==> src/rtl/vga_text_pkg.sv <==
// rtl/vga_text_pkg.sv - shared timing constants, glyph geometry and colour type for the text renderer
package vga_text_pkg;

    localparam int DEF_H_ACTIVE = 640;
    localparam int DEF_H_FP     = 16;
    localparam int DEF_H_SYNC   = 96;
    localparam int DEF_H_BP     = 48;
    localparam int DEF_V_ACTIVE = 480;
    localparam int DEF_V_FP     = 10;
    localparam int DEF_V_SYNC   = 2;
    localparam int DEF_V_BP     = 33;

    localparam int H_TOTAL      = DEF_H_ACTIVE + DEF_H_FP + DEF_H_SYNC + DEF_H_BP;
    localparam int V_TOTAL      = DEF_V_ACTIVE + DEF_V_FP + DEF_V_SYNC + DEF_V_BP;
    localparam int H_SYNC_START = DEF_H_ACTIVE + DEF_H_FP;
    localparam int H_SYNC_END   = H_SYNC_START + DEF_H_SYNC;
    localparam int V_SYNC_START = DEF_V_ACTIVE + DEF_V_FP;
    localparam int V_SYNC_END   = V_SYNC_START + DEF_V_SYNC;

    localparam int COLS     = 80;
    localparam int GLYPH_W  = 8;
    localparam int GLYPH_H  = 16;
    localparam int PIPE_LAT = 5;

    typedef logic [11:0] rgb444_t;

    function automatic int line_total(input int active, input int fp, input int sync, input int bp);
        return active + fp + sync + bp;
    endfunction

    // First cell of a text row: row * 80 as (row << 6) + (row << 4).
    function automatic logic [11:0] row_base(input logic [5:0] row);
        return {row, 6'b0} + {2'b0, row, 4'b0};
    endfunction

endpackage

==> src/rtl/vga_sync_gen.sv <==
// rtl/vga_sync_gen.sv - pixel/line counters with active-area and sync decode
module vga_sync_gen
    import vga_text_pkg::*;
#(
    parameter int H_ACTIVE = DEF_H_ACTIVE,
    parameter int H_FP     = DEF_H_FP,
    parameter int H_SYNC   = DEF_H_SYNC,
    parameter int H_BP     = DEF_H_BP,
    parameter int V_ACTIVE = DEF_V_ACTIVE,
    parameter int V_FP     = DEF_V_FP,
    parameter int V_SYNC   = DEF_V_SYNC,
    parameter int V_BP     = DEF_V_BP
) (
    input  logic       clk,
    input  logic       rst,
    input  logic       pix_en,
    output logic [9:0] h_cnt,
    output logic [9:0] v_cnt,
    output logic       active,
    output logic       hs_n,
    output logic       vs_n,
    output logic       first_px
);

    localparam logic [9:0] H_LAST   = 10'(line_total(H_ACTIVE, H_FP, H_SYNC, H_BP) - 1);
    localparam logic [9:0] V_LAST   = 10'(line_total(V_ACTIVE, V_FP, V_SYNC, V_BP) - 1);
    localparam logic [9:0] HS_START = 10'(H_ACTIVE + H_FP);
    localparam logic [9:0] HS_END   = 10'(H_ACTIVE + H_FP + H_SYNC);
    localparam logic [9:0] VS_START = 10'(V_ACTIVE + V_FP);
    localparam logic [9:0] VS_END   = 10'(V_ACTIVE + V_FP + V_SYNC);

    always_ff @(posedge clk or posedge rst) begin
        if (rst) begin
            h_cnt <= '0;
            v_cnt <= '0;
        end else if (pix_en) begin
            if (h_cnt == H_LAST) begin
                h_cnt <= '0;
                v_cnt <= (v_cnt == V_LAST) ? '0 : v_cnt + 10'd1;
            end else begin
                h_cnt <= h_cnt + 10'd1;
            end
        end
    end

    always_comb begin
        active   = (h_cnt < 10'(H_ACTIVE)) && (v_cnt < 10'(V_ACTIVE));
        hs_n     = !((h_cnt >= HS_START) && (h_cnt < HS_END));
        vs_n     = !((v_cnt >= VS_START) && (v_cnt < VS_END));
        first_px = (h_cnt == 10'd0) && (v_cnt == 10'd0);
    end

endmodule

==> src/rtl/vga_text_render.sv <==
// rtl/vga_text_render.sv - 80-column text-mode VGA scan-out with text buffer and font ROM pipeline
module vga_text_render
    import vga_text_pkg::*;
#(
    parameter int      addr_width = 31,
    parameter int      H_ACTIVE   = DEF_H_ACTIVE,
    parameter int      H_FP       = DEF_H_FP,
    parameter int      H_SYNC     = DEF_H_SYNC,
    parameter int      H_BP       = DEF_H_BP,
    parameter int      V_ACTIVE   = DEF_V_ACTIVE,
    parameter int      V_FP       = DEF_V_FP,
    parameter int      V_SYNC     = DEF_V_SYNC,
    parameter int      V_BP       = DEF_V_BP,
    parameter rgb444_t FG_COLOR   = 12'hFFF,
    parameter rgb444_t BG_COLOR   = 12'h000
) (
    input  logic                  clk,
    input  logic                  rst,
    input  logic                  pix_en,
    output logic [addr_width-1:0] addr_read,
    input  logic [7:0]            char_read,
    output logic [11:0]           font_addr,
    input  logic [7:0]            font_data,
    output logic [3:0]            vga_r,
    output logic [3:0]            vga_g,
    output logic [3:0]            vga_b,
    output logic                  hsync,
    output logic                  vsync,
    output logic                  frame_start
);

    localparam int D     = PIPE_LAT - 1;
    localparam int HX_W  = $clog2(GLYPH_W);
    localparam int ROW_W = $clog2(GLYPH_H);

    logic [9:0] h_cnt;
    logic [9:0] v_cnt;
    logic       active;
    logic       hs_n;
    logic       vs_n;
    logic       first_px;

    vga_sync_gen #(
        .H_ACTIVE (H_ACTIVE),
        .H_FP     (H_FP),
        .H_SYNC   (H_SYNC),
        .H_BP     (H_BP),
        .V_ACTIVE (V_ACTIVE),
        .V_FP     (V_FP),
        .V_SYNC   (V_SYNC),
        .V_BP     (V_BP)
    ) u_sync (
        .clk      (clk),
        .rst      (rst),
        .pix_en   (pix_en),
        .h_cnt    (h_cnt),
        .v_cnt    (v_cnt),
        .active   (active),
        .hs_n     (hs_n),
        .vs_n     (vs_n),
        .first_px (first_px)
    );

    logic [11:0]                 cell_addr;
    logic [11:0]                 cell_q;
    logic [D-1:0]                act_d;
    logic [D-1:0]                hs_d;
    logic [D-1:0]                vs_d;
    logic [D-1:0]                first_d;
    logic [D-1:0][HX_W-1:0]      hx_d;
    logic [1:0][ROW_W-1:0]       row_d;
    rgb444_t                     rgb_q;
    logic                        first_q;

    always_comb begin
        cell_addr = '0;
        if (active) begin
            cell_addr = row_base(v_cnt[9:ROW_W]) + {5'b0, h_cnt[9:HX_W]};
        end
    end

    // Stage taps: cell_q is t+1, font_addr t+3, outputs t+5; the D-deep side
    // delays feed the output register so syncs and pixels leave together.
    always_ff @(posedge clk or posedge rst) begin
        if (rst) begin
            cell_q    <= '0;
            font_addr <= '0;
            row_d     <= '0;
            act_d     <= '0;
            hx_d      <= '0;
            first_d   <= '0;
            // Sync taps reset to the inactive level so no stray pulse drains out after release.
            hs_d      <= '1;
            vs_d      <= '1;
            rgb_q     <= '0;
            hsync     <= 1'b1;
            vsync     <= 1'b1;
            first_q   <= 1'b0;
        end else if (pix_en) begin
            cell_q    <= cell_addr;
            row_d     <= {row_d[0], v_cnt[ROW_W-1:0]};
            font_addr <= {char_read, row_d[1]};
            act_d     <= {act_d[D-2:0], active};
            hx_d      <= {hx_d[D-2:0], h_cnt[HX_W-1:0]};
            first_d   <= {first_d[D-2:0], first_px};
            hs_d      <= {hs_d[D-2:0], hs_n};
            vs_d      <= {vs_d[D-2:0], vs_n};
            if (act_d[D-1]) begin
                rgb_q <= font_data[3'(GLYPH_W - 1) - hx_d[D-1]] ? FG_COLOR : BG_COLOR;
            end else begin
                rgb_q <= '0;
            end
            hsync     <= hs_d[D-1];
            vsync     <= vs_d[D-1];
            first_q   <= first_d[D-1];
        end
    end

    assign addr_read   = {{(addr_width - 12){1'b0}}, cell_q};
    assign vga_r       = rgb_q[11:8];
    assign vga_g       = rgb_q[7:4];
    assign vga_b       = rgb_q[3:0];
    // first_q holds across disabled clocks; the enable gate trims it to one clk.
    assign frame_start = first_q & pix_en;

endmodule

==> config.mk <==
export PLATFORM = sky130hd
export DESIGN_NAME = vga_text_render
export DESIGN_NICKNAME = d
export VERILOG_FILES = /design/src/rtl/vga_text_pkg.sv /design/src/rtl/vga_sync_gen.sv /design/src/rtl/vga_text_render.sv
export SDC_FILE = /design/constraint.sdc
export NUM_CORES = 1
export LEC_CHECK = 0
export BUFFER_PORTS_ARGS = -buffer_cell sky130_fd_sc_hd__buf_2
export CORE_MARGIN = 2
export CORE_UTILIZATION = 40
export DETAILED_ROUTE_END_ITERATION = 10
export GPL_TIMING_DRIVEN = 1
export PLACE_DENSITY_LB_ADDON = 0.3
export SLEW_MARGIN = 10
export SYNTH_ARGS = -nofsm -noshare
export SYNTH_HDL_FRONTEND = slang
export SYNTH_HIERARCHICAL = 1
export SYNTH_SLANG_ARGS = --single-unit
==> constraint.sdc <==
create_clock -name clk -period 3.1 [get_ports clk]
set_input_delay 0 -clock clk [delete_from_list [all_inputs] [get_ports clk]]
set_output_delay 0 -clock clk [all_outputs]
set_load 0.03 [all_outputs]
==> results of run 1 <==
## cells by family (layout without fill, tap and decap cells)
family	count (synthesis)	count (layout)	share of synthesized area, %
flops	84	84	50.1
mux	53	53	14.6
buf+inv	68	110	9.42
xor+xnor	10	10	2.07
fa+ha+maj	17	17	5.39
compound gates	36	36	5.42
other cells	1	19	0.0888
simple gates	91	91	12.9
## worst reg2reg max path, delay by kind of cell, from the launching register on
| kind | cells | cell delay, ns |
|---|---|---|
| adder cells (fa/ha/maj) | 2 | 0.97 |
| buffers and inverters | 1 | 0.11 |
| flip-flops | 1 | 0.53 |
| AO/OA/AOI/OAI | 2 | 0.46 |
| AND/OR/NAND/NOR | 2 | 0.31 |
## per-stage QoR
step,total power [mW],cell area (µm²),hold slack (ns)
after global routing,2.87,4740,0.0926
after floorplan,1.94,4290,-0.0362
final,2.72,4740,0.0924
after detailed placement,1.99,4460,0.149
after global placement,1.98,4460,0.152
after CTS,2.75,4740,0.0713
## cell usage after synthesis, drive strengths merged, types with 2 or more instances
cell / number / area (µm²)
nor4: 3 / 18.8
nand4: 10 / 77.6
mux2: 50 / 563
inv: 25 / 93.8
nor3: 2 / 10.0
a21oi: 3 / 15.0
mux4: 2 / 45.0
and2: 5 / 31.3
a21o: 2 / 15.0
dfrtp: 74 / 1850
a211o: 2 / 17.5
xnor2: 7 / 61.3
ha: 15 / 188
nand3: 16 / 80.1
nor4b: 4 / 50.1
o21a: 2 / 15.0
or3: 4 / 25.0
nor2b: 2 / 12.5
nand2b: 7 / 43.8
fa: 2 / 40.0
nand2: 20 / 75.1
and4: 7 / 61.3
o22ai: 3 / 18.8
a31oi: 2 / 12.5
dfstp: 10 / 263
and3: 3 / 23.8
buf: 43 / 304
nor2: 7 / 26.3
xor2: 3 / 26.3
o21ai: 15 / 75.1
## worst paths after layout
path | startpoint | endpoint | slack, ns
worst min-delay path | pix_en | cell_q[7] | 0.09
worst min register to register | font_addr[10] | font_addr[10] | 0.48
worst max-delay path | u_sync/h_cnt[9] | cell_q[11] | 0.66
worst max register to register | u_sync/h_cnt[9] | cell_q[11] | 0.66
min in group asynchronous | rst | first_q | 0.30
max in group asynchronous | rst | font_addr[8] | 2.06
## where the power goes
part	leakage [nW]	internal (mW)	switching, mW
clock	0.0906	0.374	0.374
sequential	1.01	1.23	0.140
combinational	1.11	0.220	0.380
## per-layer routing
| layer | share of wire, % | up-vias | wire [µm] | global-route usage [%] |
|---|---|---|---|---|
| li1 | - | 1327 | - | - |
| met1 | 47 | 1322 | 3560 | 19.5 |
| met2 | 46 | 85 | 3430 | 21.4 |
| met3 | 5.4 | 10 | 405 | 4.07 |
| met4 | 1.9 | 0 | 141 | 5.38 |
| met5 | 0 | - | 0 | 0 |
## area by class of cell
cell class,instances,area [µm²],share of cell area (%)
Clock buffer,12,135,2.85
Tap cell,136,170,3.59
Multi-Input combinational cell,226,1780,37.5
Sequential cell,84,2110,44.6
Clock inverter,4,51.3,1.08
Inverter,25,93.8,1.98
Timing Repair Buffer,69,398,8.39
## registers in the layout, indices dropped and copies added, names as in the netlist
signal and cells:
cell_q 12, font_addr 12, hx_d 12, u_sync/h_cnt 10, u_sync/v_cnt 10, row_d 8, act_d 4, first_d 4
hs_d 4, vs_d 4, first_q 1, hsync 1, rgb_q 1, vsync 1
==> impl_metrics.py, run 1 <==
metrics = {
    "sta": {
        "report.final.slew_viol_count": 0,
        "fmax_ghz": 0.409,
        "setup_viol_count_final": 0,
        "fin_crit_ns": 2.44,
        "min_period_over_period_pct": 78.8,
        "worst_slew_pin_slew_ns": 0.798,
        "relSlewSlack_pct": 46.7,
        "fin_ws_ns": 0.658,
        "skew_ns": 0.00999,
        "finalSetupTns_ns": 0,
        "rsz0062_at_grt": "no",
        "hold_viol_final": 0,
    },
    "clocking": {
        "ctsResizeCount": 0,
        "cts_inserted_buffers": 9,
        "clk_pin_slew_ns": 0.08,
        "cts.htree.levels": 3,
        "cts.sinks": 84,
        "clock_path_buffers": 2,
        "cts_setup_buffers": 0,
        "clockRootBuffer": "clkbuf_8",
        "ctsHoldBuffers": 9,
        "cts_tree": "done",
        "clk_latency_ns": 0.35,
    },
    "floorplanning": {
        "start_util_pct": 41.1,
        "die_y_um": 107,
        "core_area_um2": 10300,
        "die-area_um2": 11400,
        "die_x_um": 107,
        "num_rows": 37,
        "pin_count": 77,
    },
    "routing": {
        "vias_per_cell": 4.94,
        "drc": 0,
        "vias": 2744,
        "wl_per_cell_um": 13.6,
        "firstDrtPassIters": 4,
        "drt_iter0_markers": 162,
        "ant_nets": 0,
        "routed_wl_um": 7540,
    },
    "cells_and_area": {
        "drive_gt1_share_pct": 26.7,
        "syn_to_final_growth_pct": 12.3,
        "final_common_cell": "dfrtp_1",
        "instances_no_fill": 556,
        "final_util_pct": 46.1,
        "layout.nets": 451,
        "mostFrequentLayoutCells": "74 x dfrtp_1, 57 x buf_2, 27 x mux2_1",
        "antenna_cells": 0,
        "fillers": 952,
    },
    "setup_path": {
        "slowest_stage": "dfrtp_1",
        "worst_path_largest_cell_delay_ns": 0.53,
        "crit_chain": "inv_1 -> fa_1 -> fa_1 -> and2b_1 -> o2111ai_1 -> a211o_1 -> nand3_1",
        "crit_buf_inv": 1,
        "arrival_ns": 2.73,
        "cp-end-kind": "register",
        "worst-path-max-fanout": 11,
        "worst-path-stages": 7,
        "ff2ff_path_depth": 7,
        "worst_path_most_repeated_cell": "fa_1",
        "critical_path.top_delay_family": "adder cells",
        "cp-start-kind": "register",
        "crit_required_ns": 3.38,
        "path_class": "reg -> reg",
    },
    "logic_synthesis": {
        "syn_area_per_cell_um2": 11.7,
        "async_flop_share_pct": 100,
        "synth-main-ff-cell": "dfrtp_1",
        "synth_edf_count": 0,
        "syn-instance-count": 360,
        "ys_warn_count": 6,
        "ys_seq_area_share_pct": 50.1,
        "synth-seq-cells": 84,
        "synth.distinct_cells": 47,
        "synth_area_um2": 4220,
    },
    "place": {
        "pre_cts_ws_ns": 0.701,
        "gp_congestion": 0.837,
        "io_buffers": 57,
        "hpwl_um": 5260,
        "placedCellCount": 531,
    },
    "flow_run": {
        "cap_violations": 0,
    },
    "global_route": {
        "grt_max_degree": 60,
        "grt_pass1_vias": 2681,
        "grtUsageTotal_pct": 14.2,
        "overflow": 0,
        "grt_pass1_wl_um": 12800,
        "antenna_found_initial": 0,
    },
    "power_and_ir_drop": {
        "p_per_area_nw_per_um2": 573,
        "p_leak_nw": 2.21,
        "ir_drop_mv": 0.438,
    },
    "min_path": {
        "hold_class": "in -> reg",
        "holdPathStages": 2,
    },
    "status": {
        "outcome": "completed",
    },
}
Power figures use the tool's default switching activity.
==> run 2: changes to the inputs <==
Clock period 3.1 ns to 2 ns, I/O delays scaled along.
==> impl_metrics.py, run 2 (same netlist as run 1, synthesis figures left out) <==
metrics = {
    "clocking": {
        "clk_latency_ns": 0.35,
        "clockRootBuffer": "clkbuf_8",
        "clk_pin_slew_ns": 0.08,
        "cts_tree": "done",
        "cts.sinks": 84,
        "cts.htree.levels": 3,
        "clock_path_buffers": 2,
        "cts_inserted_buffers": 9,
    },
    "place": {
        "placed_area_um2": 4620,
        "gp_congestion": 0.881,
        "hpwl_um": 5500,
        "io_buffers": 57,
    },
    "sta": {
        "rsz0062_at_grt": "yes",
        "setup_viol_count_final": 2,
        "skew_ns": 0.00810,
        "min_period_over_period_pct": 103,
        "hold_viol_final": 0,
        "fmax_ghz": 0.485,
        "relSlewSlack_pct": 45.6,
        "hold_slack_ns": 0.116,
        "worst_slew_pin_slew_ns": 0.814,
        "fin_ws_ns": -0.0611,
        "fin_crit_ns": 2.06,
        "report.final.slew_viol_count": 0,
        "finalSetupTns_ns": -0.0790,
    },
    "global_route": {
        "grt_pass1_vias": 2717,
        "grtUsageTotal_pct": 14.6,
        "grt_max_degree": 61,
        "antenna_found_initial": 0,
        "grt_pass1_wl_um": 13100,
        "overflow": 0,
    },
    "min_path": {
        "hold_class": "in -> async",
    },
    "power_and_ir_drop": {
        "p_total_mw": 4.29,
        "ir_drop_mv": 0.690,
        "p_leak_nw": 2.33,
        "p_per_area_nw_per_um2": 868,
    },
    "setup_path": {
        "crit_required_ns": 2.30,
        "arrival_ns": 2.36,
        "worst_path_most_repeated_cell": "ha_1",
        "slowest_stage": "dfrtp_1",
        "path_class": "reg -> reg",
        "cp-end-kind": "register",
        "cp-start-kind": "register",
        "worst_path_largest_cell_delay_ns": 0.40,
        "crit_chain": "ha_1 -> ha_1 -> inv_1 -> fa_2 -> and2b_1 -> o2111ai_2 -> a211o_1 -> nand3_1",
        "worst-path-max-fanout": 3,
    },
    "floorplanning": {
        "core_area_um2": 10300,
        "start_util_pct": 41.1,
        "die-area_um2": 11400,
        "pin_count": 77,
        "num_rows": 37,
        "die_x_um": 107,
        "die_y_um": 107,
    },
    "flow_run": {
        "cap_violations": 0,
    },
    "cells_and_area": {
        "mostFrequentLayoutCells": "74 x dfrtp_1, 57 x buf_2, 27 x mux2_1",
        "final_common_cell": "dfrtp_1",
        "reg_top3": "cell_q x12, font_addr x12, hx_d x12",
        "final_cell_area_um2": 4940,
        "layout.nets": 470,
        "antenna_cells": 0,
        "fillers": 936,
        "syn_to_final_growth_pct": 17.0,
        "drive_gt1_share_pct": 31.7,
    },
    "routing": {
        "vias_per_cell": 4.92,
        "wl_per_cell_um": 13.6,
        "drc": 0,
        "vias": 2829,
        "firstDrtPassIters": 4,
        "ant_nets": 0,
        "routed_wl_um": 7830,
        "drt_iter0_markers": 274,
    },
    "status": {
        "outcome": "finished with violations",
        "violations": "negative setup slack",
    },
}
[run 2: path summary, 6_finish.rpt]
path	startpoint	slack, ns	endpoint	cells after the start
worst max-delay path	u_sync/v_cnt[5]	-0.06	cell_q[11]	8
worst min-delay path	rst	0.12	cell_q[1]	3
worst max register to register	u_sync/v_cnt[5]	-0.06	cell_q[11]	8
worst min register to register	hx_d[0]	0.48	hx_d[0]	1
max in group asynchronous	rst	1.11	u_sync/h_cnt[5]	3
min in group clk	pix_en	0.14	cell_q[7]	3
[run 2: cell type report]
type                    count  area (µm²)  share of cell area, %
clock inverters             4        48.8                  0.988
repair buffers             88         553                   11.2
inverters                  25        93.8                   1.90
multi-input cells         226        1810                   36.7
well taps                 136         170                   3.45
flip-flops and latches     84        2110                   42.8
clock buffers              12         145                   2.94
[run 2: stage by stage]
stage	std cells	utilization (%)	worst slack, ns
after detailed placement	549	44.9	-0.0481
after global routing	575	48.1	-0.129
final	575	48.1	-0.0611
after floorplan	378	-	-0.0217
after CTS	575	47.9	-0.0660
after global placement	549	44.9	-0.00274
[run 2: where the power goes]
group / internal, mW / switching, mW / total [mW]
combinational: 0.372 / 0.642 / 1.01
clock: 0.610 / 0.580 / 1.19
sequential: 1.91 / 0.173 / 2.08
[run 2: what timing repair did]
item                                    in CTS  in global routing
gates resized for setup                      3                  3
endpoints found under the setup margin       2                  4
hold buffers                                 9                  0
buffers inserted                             1                  0
hold endpoints to repair                    87                  0
pin swaps                                    0                  5
[run 2: routing by layer]
metal,vias up,share of wire [%],GRT usage (%)
met5,-,0,0
met4,0,2.8,7.98
met3,17,5.5,3.16
met2,84,46,22.3
met1,1370,45,19.5
li1,1358,-,-
[run 2: worst max-delay path, delay by kind of cell, from the launching register on]
kind | cells | cell delay [ns]
and+or+nand+nor | 2 | 0.31
adders and majority gates | 3 | 0.82
AOI/OAI and AO/OA | 2 | 0.39
DFF | 1 | 0.40
buffers and inverters | 1 | 0.07
